--- src/rtl/cache_types.sv ---
// rtl/cache_types.sv - select encodings shared by the cache controller and datapath
package cache_types;

    typedef enum logic [1:0] {
        write_none = 2'd0,
        byte_en    = 2'd1,
        write_all  = 2'd2
    } write_en_mux;

    typedef enum logic {
        wdata = 1'b0,
        rdata = 1'b1
    } data_in_mux;

    typedef enum logic {
        data_out_0 = 1'b0,
        data_out_1 = 1'b1
    } data_out_mux;

    typedef enum logic {
        memory = 1'b0,
        cache  = 1'b1
    } address_mux;

endpackage

--- src/rtl/cache_control_if.sv ---
// rtl/cache_control_if.sv - CPU, datapath and adapter signals of cache_control; CACHE_PERF_CTR_EN adds counters
interface cache_control_if;
    import cache_types::*;

    logic        mem_read;
    logic        mem_write;
    logic        mem_resp;
    logic        hit;
    logic        hit_0;
    logic        hit_1;
    logic        dirty;
    logic        lru_out;
    logic        pmem_resp;
    logic        pmem_read;
    logic        pmem_write;
    logic        load_dirty_0;
    logic        load_dirty_1;
    logic        load_tag_0;
    logic        load_tag_1;
    logic        load_valid_0;
    logic        load_valid_1;
    logic        load_lru;
    write_en_mux write_en_mux_sel_0;
    write_en_mux write_en_mux_sel_1;
    data_in_mux  data_in_mux_sel;
    data_out_mux data_out_mux_sel;
    address_mux  addr_mux_sel;
`ifdef CACHE_PERF_CTR_EN
    logic [31:0] hit_count;
    logic [31:0] miss_count;
`endif

    modport master (
`ifdef CACHE_PERF_CTR_EN
        output hit_count, miss_count,
`endif
        input  mem_read, mem_write, hit, hit_0, hit_1, dirty, lru_out, pmem_resp,
        output mem_resp, pmem_read, pmem_write,
        output load_dirty_0, load_dirty_1, load_tag_0, load_tag_1,
        output load_valid_0, load_valid_1, load_lru,
        output write_en_mux_sel_0, write_en_mux_sel_1,
        output data_in_mux_sel, data_out_mux_sel, addr_mux_sel
    );

    modport slave (
`ifdef CACHE_PERF_CTR_EN
        input  hit_count, miss_count,
`endif
        output mem_read, mem_write, hit, hit_0, hit_1, dirty, lru_out, pmem_resp,
        input  mem_resp, pmem_read, pmem_write,
        input  load_dirty_0, load_dirty_1, load_tag_0, load_tag_1,
        input  load_valid_0, load_valid_1, load_lru,
        input  write_en_mux_sel_0, write_en_mux_sel_1,
        input  data_in_mux_sel, data_out_mux_sel, addr_mux_sel
    );
endinterface

--- src/rtl/cache_control.sv ---
// rtl/cache_control.sv - 2-way L1 cache sequencing FSM (CHECK/WRITEBACK/FILL); CACHE_PERF_CTR_EN adds hit/miss counters
module cache_control
    import cache_types::*;
(
    input  logic            clk,
    input  logic            rst,
    cache_control_if.master bus
);

    localparam logic [1:0] CHECK     = 2'd0;
    localparam logic [1:0] WRITEBACK = 2'd1;
    localparam logic [1:0] FILL      = 2'd2;

    logic [1:0] state;
    logic [1:0] next_state;
    logic       req;

    assign req = bus.mem_read | bus.mem_write;

    always_ff @(posedge clk or negedge rst) begin
        if (!rst) state <= CHECK;
        else      state <= next_state;
    end

    // Outputs are forced to defaults while reset is held so they change immediately.
    always_comb begin
        next_state             = state;
        bus.mem_resp           = 1'b0;
        bus.pmem_read          = 1'b0;
        bus.pmem_write         = 1'b0;
        bus.load_dirty_0       = 1'b0;
        bus.load_dirty_1       = 1'b0;
        bus.load_tag_0         = 1'b0;
        bus.load_tag_1         = 1'b0;
        bus.load_valid_0       = 1'b0;
        bus.load_valid_1       = 1'b0;
        bus.load_lru           = 1'b0;
        bus.write_en_mux_sel_0 = write_none;
        bus.write_en_mux_sel_1 = write_none;
        bus.data_in_mux_sel    = wdata;
        bus.data_out_mux_sel   = data_out_0;
        bus.addr_mux_sel       = memory;
        if (rst) begin
            case (state)
                CHECK: begin
                    if (req && bus.hit) begin
                        bus.mem_resp         = 1'b1;
                        bus.load_lru         = 1'b1;
                        bus.data_out_mux_sel = bus.hit_1 ? data_out_1 : data_out_0;
                        if (bus.mem_write) begin
                            if (bus.hit_1) begin
                                bus.write_en_mux_sel_1 = byte_en;
                                bus.load_dirty_1       = 1'b1;
                            end else begin
                                bus.write_en_mux_sel_0 = byte_en;
                                bus.load_dirty_0       = 1'b1;
                            end
                        end
                    end else if (req) begin
                        next_state = bus.dirty ? WRITEBACK : FILL;
                    end
                end
                WRITEBACK: begin
                    bus.pmem_write       = 1'b1;
                    bus.addr_mux_sel     = cache;
                    bus.data_out_mux_sel = bus.lru_out ? data_out_1 : data_out_0;
                    if (bus.pmem_resp) next_state = FILL;
                end
                FILL: begin
                    bus.pmem_read       = 1'b1;
                    bus.data_in_mux_sel = rdata;
                    if (bus.pmem_resp) begin
                        // Dirty strobe loads mem_write, so a write miss leaves the line dirty.
                        if (bus.lru_out) begin
                            bus.write_en_mux_sel_1 = write_all;
                            bus.load_tag_1         = 1'b1;
                            bus.load_valid_1       = 1'b1;
                            bus.load_dirty_1       = 1'b1;
                        end else begin
                            bus.write_en_mux_sel_0 = write_all;
                            bus.load_tag_0         = 1'b1;
                            bus.load_valid_0       = 1'b1;
                            bus.load_dirty_0       = 1'b1;
                        end
                        next_state = CHECK;
                    end
                end
                default: next_state = CHECK;
            endcase
        end
    end

`ifdef CACHE_PERF_CTR_EN
    logic [31:0] hit_ctr;
    logic [31:0] miss_ctr;

    always_ff @(posedge clk or negedge rst) begin
        if (!rst) begin
            hit_ctr  <= 32'd0;
            miss_ctr <= 32'd0;
        end else if (state == CHECK && req) begin
            if (bus.hit) hit_ctr  <= hit_ctr + 32'd1;
            else         miss_ctr <= miss_ctr + 32'd1;
        end
    end

    assign bus.hit_count  = hit_ctr;
    assign bus.miss_count = miss_ctr;
`endif

endmodule

--- src/flat_wrapper.sv ---
// flat-port wrapper written by rule: the top's interface ports become plain ports
module cache_control_flat import cache_types::*;
  (clk, rst, bus_mem_read, bus_mem_write, bus_hit, bus_hit_0, bus_hit_1, bus_dirty, bus_lru_out, bus_pmem_resp, bus_mem_resp, bus_pmem_read, bus_pmem_write, bus_load_dirty_0, bus_load_dirty_1, bus_load_tag_0, bus_load_tag_1, bus_load_valid_0, bus_load_valid_1, bus_load_lru, bus_write_en_mux_sel_0, bus_write_en_mux_sel_1, bus_data_in_mux_sel, bus_data_out_mux_sel, bus_addr_mux_sel);
  cache_control_if bus_i ();
  input  logic clk;
  input  logic rst;
  input wire logic [$bits(bus_i.mem_read)-1:0] bus_mem_read;
  input wire logic [$bits(bus_i.mem_write)-1:0] bus_mem_write;
  input wire logic [$bits(bus_i.hit)-1:0] bus_hit;
  input wire logic [$bits(bus_i.hit_0)-1:0] bus_hit_0;
  input wire logic [$bits(bus_i.hit_1)-1:0] bus_hit_1;
  input wire logic [$bits(bus_i.dirty)-1:0] bus_dirty;
  input wire logic [$bits(bus_i.lru_out)-1:0] bus_lru_out;
  input wire logic [$bits(bus_i.pmem_resp)-1:0] bus_pmem_resp;
  output wire logic [$bits(bus_i.mem_resp)-1:0] bus_mem_resp;
  output wire logic [$bits(bus_i.pmem_read)-1:0] bus_pmem_read;
  output wire logic [$bits(bus_i.pmem_write)-1:0] bus_pmem_write;
  output wire logic [$bits(bus_i.load_dirty_0)-1:0] bus_load_dirty_0;
  output wire logic [$bits(bus_i.load_dirty_1)-1:0] bus_load_dirty_1;
  output wire logic [$bits(bus_i.load_tag_0)-1:0] bus_load_tag_0;
  output wire logic [$bits(bus_i.load_tag_1)-1:0] bus_load_tag_1;
  output wire logic [$bits(bus_i.load_valid_0)-1:0] bus_load_valid_0;
  output wire logic [$bits(bus_i.load_valid_1)-1:0] bus_load_valid_1;
  output wire logic [$bits(bus_i.load_lru)-1:0] bus_load_lru;
  output wire logic [$bits(bus_i.write_en_mux_sel_0)-1:0] bus_write_en_mux_sel_0;
  output wire logic [$bits(bus_i.write_en_mux_sel_1)-1:0] bus_write_en_mux_sel_1;
  output wire logic [$bits(bus_i.data_in_mux_sel)-1:0] bus_data_in_mux_sel;
  output wire logic [$bits(bus_i.data_out_mux_sel)-1:0] bus_data_out_mux_sel;
  output wire logic [$bits(bus_i.addr_mux_sel)-1:0] bus_addr_mux_sel;
  assign bus_i.mem_read = bus_mem_read;
  assign bus_i.mem_write = bus_mem_write;
  assign bus_i.hit = bus_hit;
  assign bus_i.hit_0 = bus_hit_0;
  assign bus_i.hit_1 = bus_hit_1;
  assign bus_i.dirty = bus_dirty;
  assign bus_i.lru_out = bus_lru_out;
  assign bus_i.pmem_resp = bus_pmem_resp;
  assign bus_mem_resp = bus_i.mem_resp;
  assign bus_pmem_read = bus_i.pmem_read;
  assign bus_pmem_write = bus_i.pmem_write;
  assign bus_load_dirty_0 = bus_i.load_dirty_0;
  assign bus_load_dirty_1 = bus_i.load_dirty_1;
  assign bus_load_tag_0 = bus_i.load_tag_0;
  assign bus_load_tag_1 = bus_i.load_tag_1;
  assign bus_load_valid_0 = bus_i.load_valid_0;
  assign bus_load_valid_1 = bus_i.load_valid_1;
  assign bus_load_lru = bus_i.load_lru;
  assign bus_write_en_mux_sel_0 = bus_i.write_en_mux_sel_0;
  assign bus_write_en_mux_sel_1 = bus_i.write_en_mux_sel_1;
  assign bus_data_in_mux_sel = bus_i.data_in_mux_sel;
  assign bus_data_out_mux_sel = bus_i.data_out_mux_sel;
  assign bus_addr_mux_sel = bus_i.addr_mux_sel;
  cache_control u_core (.clk(clk), .rst(rst), .bus(bus_i));
endmodule
--- config.mk ---
export PLATFORM = sky130hd
export DESIGN_NAME = cache_control_flat
export DESIGN_NICKNAME = d
export VERILOG_FILES = /design/src/rtl/cache_types.sv /design/src/rtl/cache_control_if.sv /design/src/rtl/cache_control.sv /design/src/flat_wrapper.sv
export SDC_FILE = /design/constraint.sdc
export NUM_CORES = 1
export LEC_CHECK = 0
export ABC_AREA = 0
export BUFFER_PORTS_ARGS = -buffer_cell sky130_fd_sc_hd__buf_2
export CAP_MARGIN = 0
export CORE_AREA = 2 2 39 41
export DETAILED_ROUTE_END_ITERATION = 16
export DIE_AREA = 0 0 41 43
export PLACE_DENSITY = 0.61
export SETUP_SLACK_MARGIN = 0.15
export SLEW_MARGIN = 15
export SYNTH_ARGS = -nofsm -noshare
export SYNTH_HDL_FRONTEND = slang
export SYNTH_SLANG_ARGS = --single-unit
--- constraint.sdc ---
create_clock -name clk -period 1.4 [get_ports clk]
set_input_delay 0.21 -clock clk [delete_from_list [all_inputs] [get_ports clk]]
set_output_delay 0.21 -clock clk [all_outputs]
set_load 0.05 [all_outputs]
==> reports/results.ini, run 1 <==
[power_and_ir_drop]
p_leak_nw=0.363
peakVddDrop_mv=0.510
cellPowerDensity_nw_per_um2=1350

[critical_path]
arrival_ps=1430
reg2reg_slack_ps=-150
r2r-start=u_core.state[0]$_DFFE_PN0P_
critPathCaptureType=primary output
cp_max_fo=4
crit_start=u_core.state[0]$_DFFE_PN0P_
start_kind=register
worstPathRequired_ps=1190
critical_path_class=reg2out

[route]
firstDrtPassIters=4
wl_met2_um=603
wl_per_cell_um=11.6
wl_met1_um=342
top_layer_used=met3
drt_iter0_markers=2
viasPerCell=4.51
antenna_left=0
drc=0
vias=392
routed_wl_um=1010
wl_met3_um=63

[min_path]
hold_start=bus_dirty
min_path_type=in2reg

[finish]
syn2layout_area_growth_pct=179
largest_reg_flops=2
final_nets=83
largest_register=u_core.state
utilization_pct=54.7
nFillCells=130
drive_gt1_share_pct=83.1
top_regs=u_core.state: 2 flops
diodes=0

[timing]
setup_viol_count_final=18
tns_ps=-2380
slew_viol_final=0
grt_setup_unrepaired=true
worst_clock_skew_ps=1.81
holdWs_ps=223
fin_ws_ps=-239
period_share_pct=117
finalHoldViolations=0
fmax_mhz=610
finalCriticalPeriod_ps=1640
worst_pin_slew_ps=247
slew_headroom_pct=83.6

[global_routing]
antenna_found_initial=0
grt_pass1_vias=318
grtUsageTotal_pct=9.83
grt_pass1_wl_um=1140
grt_max_degree=8
gr-total-overflow=0

[yosys]
syn_nets=43
synth_cells=33
synth-seq-cells=2
async_flop_share_pct=100
yosys-top-cells-area=dfrtp_1 18%, buf_4 14%, and3b_2 7.4%
synth_top_area_share_pct=18.4
yosysWarnings=0
syn_area_per_cell_um2=8.23
yosysTopAreaCell=dfrtp_1
ys_types=19
synth.yosys.seq_area_share_pct=18.4
netlist_area_um2=272
ys.flop_type=dfrtp_1
synth_edf_count=0
ys_top_cells_by_count=5 x buf_4, 5 x nor2_1, 3 x o21ai_0

[floorplan]
die-area_um2=1760
start_util_pct=19.6
core_um2=1380
row_count=14
ios=27
die_w_um=41
die_y_um=43

[clocking]
clock_latency_ps=220
cts_made_buffers=3
cts.clk_slew.worst_paths_ps=30
htree_num_levels=1
clockBufferDepth=2
cts_root_buf=clkbuf_4
cts.sinks=2
tritoncts=built

[placed_design]
port_buffers=25
place_ws_ps=-104
dp_hpwl_um=608
place_congestion=0.745

[flow_run]
max_cap_viol_count=0

[status]
violations=negative setup slack
status=finished with violations

[layout make-up]
cell class	count	area [um^2]	area share, %
timing repair buffer	40	419	55.4
multi-input combinational	25	241	31.9
sequential	2	50.0	6.61
clock buffer	3	22.5	2.98
tap	16	20.0	2.64
inverter	1	3.75	0.496
[through the flow]
| step | power [mW] | area (um^2) | cells |
|---|---|---|---|
| finish | 1.03 | 757 | 87 |
| global route | 1.09 | 757 | 87 |
| CTS | 0.849 | 648 | 81 |
| detailed placement | 0.584 | 475 | 76 |
| global placement | 0.579 | 475 | 76 |
| floorplan | 0.485 | 327 | 33 |
[logic make-up after synthesis]
group	Yosys count	synth area share, %
AO/OA/AOI/OAI	6	17.5
buffers and inverters	6	15.2
flip-flops	2	18.4
AND/OR/NAND/NOR	19	48.9
[worst max-delay path, cell delays in order (launching register included)]
cell and delay [ps]:
dfrtp_1 340, and4bb_2 270, and3b_2 210, or2_4 230, buf_8 150
[repair_timing]
action / CTS / global route
resized for setup: 41 / 16
buffers inserted: 1 / 6
setup endpoints to repair: 19 / 19
pin swaps: 7 / 6
hold buffers: 1 / 0
hold endpoints to repair: 2 / 0
[worst paths after layout]
check,to,depth (start not counted)
worst min register to register,u_core.state[0]$_DFFE_PN0P_,4
worst max-delay path,bus_load_dirty_0,4
worst min-delay path,u_core.state[1]$_DFFE_PN0P_,2
min in group asynchronous,u_core.state[1]$_DFFE_PN0P_,3
max in group asynchronous,u_core.state[0]$_DFFE_PN0P_,3
worst max register to register,u_core.state[0]$_DFFE_PN0P_,6
[metal layers]
| layer | global-route usage [%] | vias to the layer above |
|---|---|---|
| met5 | 0 | - |
| met1 | 8.65 | 181 |
| li1 | - | 192 |
| met4 | 8.00 | 0 |
| met3 | 1.57 | 0 |
| met2 | 17.5 | 19 |
[where the power goes]
part / leakage (nW) / internal [mW] / switching [mW] / total [mW]
sequential: 0.0256 / 0.0791 / 0.0118 / 0.0909
combinational: 0.324 / 0.409 / 0.400 / 0.809
clock: 0.0138 / 0.0945 / 0.0313 / 0.126
[cell usage in the layout (no fill, tap or decap), types with 2 or more instances in the layout]
master     n
buf_2      9
nand2_1    2
buf_4      6
and3b_2    3
buf_6     11
buf_8     13
nor2_4     4
clkbuf_4   3
or2_4      2
dfrtp_1    2
Power figures use the tool's default switching activity.
==> inputs of run 2 (changes only) <==
--- a/config.mk
+++ b/config.mk
@@ -11,7 +11,8 @@
 export CORE_AREA = 2 2 39 41
 export DETAILED_ROUTE_END_ITERATION = 16
 export DIE_AREA = 0 0 41 43
-export PLACE_DENSITY = 0.61
+export PLACE_DENSITY = 0.62
+export REMOVE_ABC_BUFFERS = 1
 export SETUP_SLACK_MARGIN = 0.15
 export SLEW_MARGIN = 15
 export SYNTH_ARGS = -nofsm -noshare
==> constraint.sdc (replaced) <==
create_clock -name clk -period 1.3 [get_ports clk]
set_input_delay 0.195 -clock clk [delete_from_list [all_inputs] [get_ports clk]]
set_output_delay 0.195 -clock clk [all_outputs]
set_load 0.05 [all_outputs]
==> run 2 against run 1 <==
  * The run still ends with negative setup slack left
  * Critical path depth unchanged
  * Non-clock buffer count down 5
  * Hold slack worse by 31 ps
  * Die area unchanged
  * Sequential share of layout area up 1.5 points
  * Sequential power up 6.9%
  * Cell count down 5.7%
  * Clock-buffer cell count unchanged
  * Combinational power down 21%
  * Wire length down 15%
  * Clock power up 9.5%
  * Worst setup slack worse by 78 ps
  * Critical path type unchanged
  * Largest cell class unchanged
==> reports/results.ini, run 2 (synthesis results as in run 1) <==
[critical_path]
critPathCaptureType=primary output
r2r-start=u_core.state[1]$_DFFE_PN0P_
start_kind=register
crit_start=u_core.state[0]$_DFFE_PN0P_
cp_max_fo=4
arrival_ps=1420
critical_path_class=reg2out
worstPathRequired_ps=1110

[timing]
fin_ws_ps=-317
slew_headroom_pct=75.5
fmax_mhz=619
worst_clock_skew_ps=3.67
worst_pin_slew_ps=367
period_share_pct=124
finalHoldViolations=0
finalCriticalPeriod_ps=1620
slew_viol_final=0
tns_ps=-3940
grt_setup_unrepaired=true
setup_viol_count_final=18

[global_routing]
grt_max_degree=8
antenna_found_initial=0
gr-total-overflow=0
grt_pass1_wl_um=1200
grtUsageTotal_pct=10.5
grt_pass1_vias=316

[finish]
stdcell_count=82
top_regs=u_core.state: 2 flops
design_area_um2=616
drive_gt1_share_pct=71.2
nFillCells=128
final_common_cell=buf_4
largest_reg_flops=2
utilization_pct=44.5
mostFrequentLayoutCells=10 x buf_4, 9 x buf_2, 8 x buf_6, 7 x buf_8, 5 x nor2_1
multi_input_area_um2=194
register_area_um2=50.0
final_nets=78
largest_register=u_core.state
syn2layout_area_growth_pct=127
diodes=0

[floorplan]
core_um2=1380
row_count=14
die_y_um=43
ios=27
die_w_um=41
start_util_pct=19.6
die-area_um2=1760

[power_and_ir_drop]
peakVddDrop_mv=0.545
cellPowerDensity_nw_per_um2=1430
p_leak_nw=0.318

[route]
viasPerCell=4.51
drt_iter0_markers=2
drc=0
antenna_left=0
wl_met3_um=66
firstDrtPassIters=3
wl_met2_um=483
routed_wl_um=856
wl_per_cell_um=10.4
vias=370
top_layer_used=met3
wl_met1_um=306

[status]
violations=negative setup slack
status=finished with violations

[placed_design]
dpl-instance-area_um2=432
place_congestion=0.768
port_buffers=25
dp_hpwl_um=589
place_inst=76

[clocking]
clockBufferDepth=2
cts_made_buffers=3
cts.clk_slew.worst_paths_ps=30
clock_latency_ps=220
tritoncts=built
cts.sinks=2
cts_root_buf=clkbuf_4
htree_num_levels=1

[min_path]
hold_start=bus_dirty
min_path_type=in2reg

[flow_run]
max_cap_viol_count=0

## run 2: final timing paths
kind	to	slack, ps	depth (start not counted)
max in group asynchronous	u_core.state[0]$_DFFE_PN0P_	740	3
max	bus_load_dirty_0	-320	4
max reg2reg	u_core.state[0]$_DFFE_PN0P_	-10	4
min in group asynchronous	u_core.state[1]$_DFFE_PN0P_	430	3
min	u_core.state[1]$_DFFE_PN0P_	190	2
min reg2reg	u_core.state[0]$_DFFE_PN0P_	610	2
## run 2: layout make-up
class / instances / area share [%]
clock buffers: 3 / 3.66
multi-input cells: 25 / 31.5
inverters: 1 / 0.610
repair buffers: 35 / 52.8
well taps: 16 / 3.25
flip-flops and latches: 2 / 8.13
## run 2: power by group
part / total [mW] / internal [mW] / leakage [nW] / switching (mW)
registers: 0.0972 / 0.0851 / 0.0256 / 0.0121
clock network: 0.138 / 0.102 / 0.0138 / 0.0358
logic: 0.643 / 0.277 / 0.279 / 0.366
total: 0.878 / 0.464 / 0.318 / 0.414
## run 2: critical path, stage by stage (launching register included)
cell	delay (ps)
dfrtp_1	370
and4bb_2	340
and3b_1	210
or2_1	120
buf_6	150
## run 2: what timing repair did
item,in CTS,in global routing
hold buffers,1,0
endpoints found under the setup margin,19,19
setup buffers,2,0
pin swaps,3,6
endpoints found under the hold margin,2,0
resized for setup,32,12
## run 2: metal layers
layer	global-route usage [%]	up-vias
met4	6.00	0
met1	9.32	171
met5	0	-
li1	-	182
met3	4.71	0
met2	18.1	17
## run 2: metrics by stage
| stage | hold WS (ps) | setup slack (ps) | total power, mW |
|---|---|---|---|
| after floorplan | -101 | -989 | 0.451 |
| after CTS | 177 | -302 | 0.845 |
| after global routing | 195 | -406 | 0.934 |
| after global placement | 99.4 | -128 | 0.588 |
| final | 192 | -317 | 0.878 |
| after detailed placement | 104 | -157 | 0.593 |
